[config.mk]
export PLATFORM = sky130hd
export DESIGN_NAME = fp_align_ctrl
export DESIGN_NICKNAME = d
export VERILOG_FILES = /design/src/rtl/fp_align_ctrl_pkg.sv /design/src/rtl/fp_align_ctrl_cmp8.sv /design/src/rtl/fp_align_ctrl.sv
export SDC_FILE = /design/constraint.sdc
export NUM_CORES = 1
export LEC_CHECK = 0
export ABC_CLOCK_PERIOD_IN_PS = 4400
export CELL_PAD_IN_SITES_DETAIL_PLACEMENT = 0
export CELL_PAD_IN_SITES_GLOBAL_PLACEMENT = 1
export CORE_ASPECT_RATIO = 1.2
export CORE_MARGIN = 1.5
export CORE_UTILIZATION = 36
export CTS_BUF_LIST = sky130_fd_sc_hd__clkbuf_4 sky130_fd_sc_hd__clkbuf_8
export CTS_CLUSTER_SIZE = 16
export DETAILED_ROUTE_END_ITERATION = 16
export PLACE_DENSITY_LB_ADDON = 0.1
export SKIP_LAST_GASP = 1
export SYNTH_ARGS = -nofsm -noshare
export SYNTH_HDL_FRONTEND = slang
export SYNTH_HIERARCHICAL = 1
export SYNTH_SLANG_ARGS = --single-unit
[constraint.sdc]
create_clock -name clk -period 4.4 [get_ports clk]
set_input_delay 0.88 -clock clk [delete_from_list [all_inputs] [get_ports clk]]
set_output_delay 0.88 -clock clk [all_outputs]
set_load 0.01 [all_outputs]
[src/rtl/fp_align_ctrl_pkg.sv]
// fp_align_ctrl_pkg: shared FP32 field widths, limits and FSM state encoding
package fp_align_ctrl_pkg;
  localparam int EXP_W = 8;
  localparam int FRAC_W = 23;
  localparam int MANT_W = 27;
  localparam int MAX_SHIFT = 27;
  localparam logic [EXP_W-1:0] EXP_SPECIAL = 8'hFF;
  typedef enum logic [1:0] {IDLE, COMPARE, SHIFT, DONE} state_t;
endpackage

[src/rtl/fp_align_ctrl_cmp8.sv]
// fp_align_ctrl_cmp8: 8-bit unsigned magnitude comparator
module fp_align_ctrl_cmp8 (
  input  logic [7:0] a,
  input  logic [7:0] b,
  output logic       gt,
  output logic       lt,
  output logic       eq
);
  always_comb begin
    gt = a > b;
    lt = a < b;
    eq = a == b;
  end
endmodule

[src/rtl/fp_align_ctrl.sv]
// fp_align_ctrl: orders two FP32 operands by magnitude and aligns the smaller mantissa with sticky
module fp_align_ctrl
  import fp_align_ctrl_pkg::*;
(
  input  logic              clk,
  input  logic              rst,
  input  logic              in_valid,
  output logic              in_ready,
  input  logic [31:0]       a_bits,
  input  logic [31:0]       b_bits,
  output logic              out_valid,
  input  logic              out_ready,
  output logic              big_sign,
  output logic              small_sign,
  output logic [EXP_W-1:0]  big_exp,
  output logic [MANT_W-1:0] big_mant,
  output logic [MANT_W-1:0] small_mant,
  output logic              swap,
  output logic              eff_sub,
  output logic              special
);
  state_t state_q, state_d;
  logic [31:0] a_q, a_d, b_q, b_d;
  logic [4:0] cnt_q, cnt_d;
  logic big_sign_q, big_sign_d, small_sign_q, small_sign_d;
  logic [EXP_W-1:0] big_exp_q, big_exp_d;
  logic [MANT_W-1:0] big_mant_q, big_mant_d, small_mant_q, small_mant_d;
  logic swap_q, swap_d, eff_sub_q, eff_sub_d, special_q, special_d;
  logic [EXP_W-1:0] ea, eb, bg_e, sm_e, diff;
  logic gt, lt, eq, swp, spec;
  logic [31:0] bg, sm;
  logic [4:0] cnt_c;
  fp_align_ctrl_cmp8 u_cmp (.a(ea), .b(eb), .gt(gt), .lt(lt), .eq(eq));
  always_comb begin
    ea = (a_q[30:23] == '0) ? 8'd1 : a_q[30:23];
    eb = (b_q[30:23] == '0) ? 8'd1 : b_q[30:23];
    swp = ~gt & (lt | (eq & (b_q[22:0] > a_q[22:0])));
    bg = swp ? b_q : a_q;
    sm = swp ? a_q : b_q;
    bg_e = swp ? eb : ea;
    sm_e = swp ? ea : eb;
    diff = bg_e - sm_e;
    spec = (a_q[30:23] == EXP_SPECIAL) | (b_q[30:23] == EXP_SPECIAL);
    cnt_c = spec ? 5'd0 : (diff > 8'(MAX_SHIFT)) ? 5'(MAX_SHIFT) : diff[4:0];
    state_d = state_q;
    a_d = a_q;
    b_d = b_q;
    cnt_d = cnt_q;
    big_sign_d = big_sign_q;
    small_sign_d = small_sign_q;
    big_exp_d = big_exp_q;
    big_mant_d = big_mant_q;
    small_mant_d = small_mant_q;
    swap_d = swap_q;
    eff_sub_d = eff_sub_q;
    special_d = special_q;
    case (state_q)
      IDLE: if (in_valid) begin
        a_d = a_bits;
        b_d = b_bits;
        state_d = COMPARE;
      end
      COMPARE: begin
        swap_d = swp;
        big_sign_d = bg[31];
        small_sign_d = sm[31];
        eff_sub_d = bg[31] ^ sm[31];
        big_exp_d = bg_e;
        big_mant_d = {|bg[30:23], bg[22:0], 3'b000};
        small_mant_d = {|sm[30:23], sm[22:0], 3'b000};
        special_d = spec;
        cnt_d = cnt_c;
        state_d = (cnt_c != 0) ? SHIFT : DONE;
      end
      SHIFT: begin
        small_mant_d = {1'b0, small_mant_q[26:2], |small_mant_q[1:0]};
        cnt_d = cnt_q - 5'd1;
        state_d = (cnt_q == 5'd1) ? DONE : SHIFT;
      end
      DONE: if (out_ready) state_d = IDLE;
    endcase
  end
  always_ff @(posedge clk) begin
    if (rst) begin
      state_q <= IDLE;
      a_q <= '0;
      b_q <= '0;
      cnt_q <= '0;
      big_sign_q <= 1'b0;
      small_sign_q <= 1'b0;
      big_exp_q <= '0;
      big_mant_q <= '0;
      small_mant_q <= '0;
      swap_q <= 1'b0;
      eff_sub_q <= 1'b0;
      special_q <= 1'b0;
    end else begin
      state_q <= state_d;
      a_q <= a_d;
      b_q <= b_d;
      cnt_q <= cnt_d;
      big_sign_q <= big_sign_d;
      small_sign_q <= small_sign_d;
      big_exp_q <= big_exp_d;
      big_mant_q <= big_mant_d;
      small_mant_q <= small_mant_d;
      swap_q <= swap_d;
      eff_sub_q <= eff_sub_d;
      special_q <= special_d;
    end
  end
  assign in_ready = state_q == IDLE;
  assign out_valid = state_q == DONE;
  assign big_sign = big_sign_q;
  assign small_sign = small_sign_q;
  assign big_exp = big_exp_q;
  assign big_mant = big_mant_q;
  assign small_mant = small_mant_q;
  assign swap = swap_q;
  assign eff_sub = eff_sub_q;
  assign special = special_q;
endmodule

==> impl_metrics.json <==
{
  "outcome": "complete, but fails checks",
  "violations": "setup timing",
  "grtUsageTotal_pct": 19.73,
  "ff_latch_area_um2": 2706,
  "yosysWarnings": 6,
  "crit_chain": "nor4_4, a21oi_2, inv_1, inv_1, ha_2, nor2b_4, o211ai_2, a21oi_2, nor2_2, a211oi_2, nand3_2, o21ai_4, buf_12, buf_12, mux2_4, ha_1, o21a_1, o31a_1, o21ai_2, mux2i_1, o311a_4, or4_4, a21oi_2",
  "fp.dieW_um": 132.0,
  "cp-start-kind": "register",
  "clockBufferDepth": 2,
  "num_vias": 6619,
  "n_antenna_cell": 0,
  "core_area_um2": 19550,
  "finalCriticalPeriod_ps": 4624,
  "cp_slowest_stage_delay_ps": 530,
  "fillers": 1940,
  "num_rows": 56,
  "fmax_mhz": 216.3,
  "async_reset_ff_share_pct": 0,
  "die_height_um": 157.7,
  "power.leakage_nw": 3.810,
  "numCtsBuffers": 17,
  "ff2ff_path_depth": 23,
  "period_share_pct": 105.1,
  "fin_skew_ps": 15.28,
  "final_common_cell": "nand2_1",
  "synth_top_area_share_pct": 37.62,
  "num-nets-final": 1144,
  "worstMarginPinSlew_ps": 1124,
  "synth_edf_count": 0,
  "hold_viol_final": 0,
  "worstSetupPathType": "register to register",
  "place_ws_ps": -330.2,
  "io_pins": 137,
  "yosys.area.top_type": "dfxtp_1",
  "grt-ovfl-total": 0,
  "timing.final.ws_setup_ps": -223.9,
  "min_path_type": "register to register",
  "grt_pass1_vias": 6579,
  "min_path_cells": 2,
  "via_per_inst": 5.076,
  "grt_pass1_wl_um": 32650,
  "crit_fanout": 10,
  "path_common_cell": "a21oi_2",
  "h-tree-depth": 4,
  "critPathSlowestCell": "or4_4",
  "initial_utilization_pct": 36.74,
  "wl_per_cell_um": 15.50,
  "power.density_nw_per_um2": 814.2,
  "gp_congestion": 0.7558,
  "grt_max_degree": 81,
  "ant_nets": 0,
  "drt-pass1-iter-count": 4,
  "layout.cells.non_filler": 1304,
  "clk_latency_ps": 440,
  "synth.yosys.seq_area_share_pct": 37.62,
  "drc": 0,
  "slew_violations": 0,
  "multi_input_area_um2": 4237,
  "peakVddDrop_v": 0.0007429,
  "p_total_mw": 7.913,
  "netlist_area_um2": 7183,
  "final_cell_mix": "nand2_1 (144), dfxtp_1 (132), clkdlybuf4s50_1 (132)",
  "synth_area_leaders": "dfxtp_1 (38%), mux2i_1 (8.5%), ha_1 (7.8%)",
  "drtIter0Drc": 305,
  "wirelength_um": 20210,
  "worstSetupEndpointType": "register",
  "port_buffers": 133,
  "holdWs_ps": 459.8,
  "place_inst": 1263,
  "ys_seq_elements": 135,
  "cap_violations": 0,
  "ys_types": 52,
  "die_area_um2": 20810,
  "rsz0062_at_grt": "true",
  "synth-main-ff-cell": "dfxtp_1",
  "syn_avg_cell_area_um2": 8.080,
  "setup_violations": 5,
  "cts-root-buf": "clkbuf_8",
  "required_ps": 4780,
  "synthCells": 889,
  "grt_antenna_before_repair": 0,
  "place_hpwl_um": 13940,
  "drive_gt1_share_pct": 14.19,
  "cts.sinks": 135,
  "timing.slew.headroom_pct": 24.99,
  "path_clk_slew_ps": 90,
  "area_growth_pct": 35.31,
  "crit_arrival_ps": 5000,
  "cts_tree": "yes"
}
-- power breakdown --
group / total [mW] / internal, mW / switching, mW / leakage (nW)
logic: 4.94 / 2.35 / 2.59 / 2.48
registers: 1.77 / 1.54 / 0.232 / 1.11
clock network: 1.20 / 0.694 / 0.508 / 0.227
total: 7.91 / 4.58 / 3.33 / 3.81
-- synthesized netlist by cell type, drive strengths merged, types with 7 or more instances --
library cell / count
a211oi: 54
a21oi: 113
buf: 19
clkbuf: 55
dfxtp: 135
ha: 45
inv: 45
mux2: 8
mux2i: 61
nand2: 145
nand3: 7
nand3b: 24
nand4: 11
nor2: 61
nor3: 11
o21a: 7
o21ai: 44
-- kinds of logic (layout without fill, tap and decap cells) --
kind of cell	after synthesis	in the layout	share of synthesized area, %
multiplexers	69	69	9.755
other	1	3	0.05221
buffers and inverters	119	271	6.636
adder cells (fa/ha/maj)	46	46	8.117
flip-flops	135	135	37.62
AO/OA/AOI/OAI	235	235	19.58
AND/OR/NAND/NOR	281	281	17.87
XOR/XNOR	3	3	0.3659
-- flip-flops by register name, summed over array words and instances (netlist names) --
signal	flops
a_q	32
b_q	32
small_mant	27
big_mant	24
big_exp	8
cnt_q	5
state_q	2
big_sign	1
eff_sub	1
small_sign	1
special	1
swap	1
-- layer usage --
metal / up-vias / wire length (µm) / global-route usage, %
met4: 0 / 357 / 6.614
met2: 123 / 10320 / 36.57
met3: 19 / 763 / 3.810
li1: 3370 / - / -
met1: 3107 / 8765 / 22.72
met5: - / 0 / 0
-- worst paths after layout --
| path | startpoint | endpoint | slack [ps] |
|---|---|---|---|
| max | a_q[27]$_SDFFE_PP0P_ | state_q[0]$_SDFFE_PP0P_ | -220 |
| min | big_exp[0]$_SDFFE_PP0P_ | big_exp[0]$_SDFFE_PP0P_ | 460 |
| max reg2reg | a_q[27]$_SDFFE_PP0P_ | state_q[0]$_SDFFE_PP0P_ | -220 |
| min reg2reg | big_exp[0]$_SDFFE_PP0P_ | big_exp[0]$_SDFFE_PP0P_ | 460 |
-- metrics by stage --
stage                     cell area, µm²  utilization, %  TNS, ps
final                               9719           49.72   -442.5
after detailed placement            8962           45.85    -1197
after global routing                9719           49.72    -1818
after CTS                           9515           48.68   -219.1
after floorplan                     7219               -        0
after global placement              8962           45.85   -516.4
-- cell type report --
class | count | share of cell area, %
clock buffer | 20 | 2.639
clock inverter | 12 | 2.073
tap | 261 | 3.360
multi-input combinational | 637 | 43.59
timing repair buffer | 194 | 18.76
sequential | 135 | 27.85
inverter | 45 | 1.738
-- worst max-delay path: cells and delay by family, from the launching register on --
family	cells	cell delay, ps
and+or+nand+nor	5	1130
muxes	2	420
adders and majority gates	2	500
DFF	1	340
buffers and inverters	4	420
AOI/OAI and AO/OA	10	1730
-- what timing repair did --
item,in CTS,in global routing
hold buffers,0,0
gates resized for setup,16,30
endpoints found under the setup margin,6,6
pin swaps,3,14
gates cloned,0,0
buffers inserted,4,5
(Power assumes the default switching activity.)
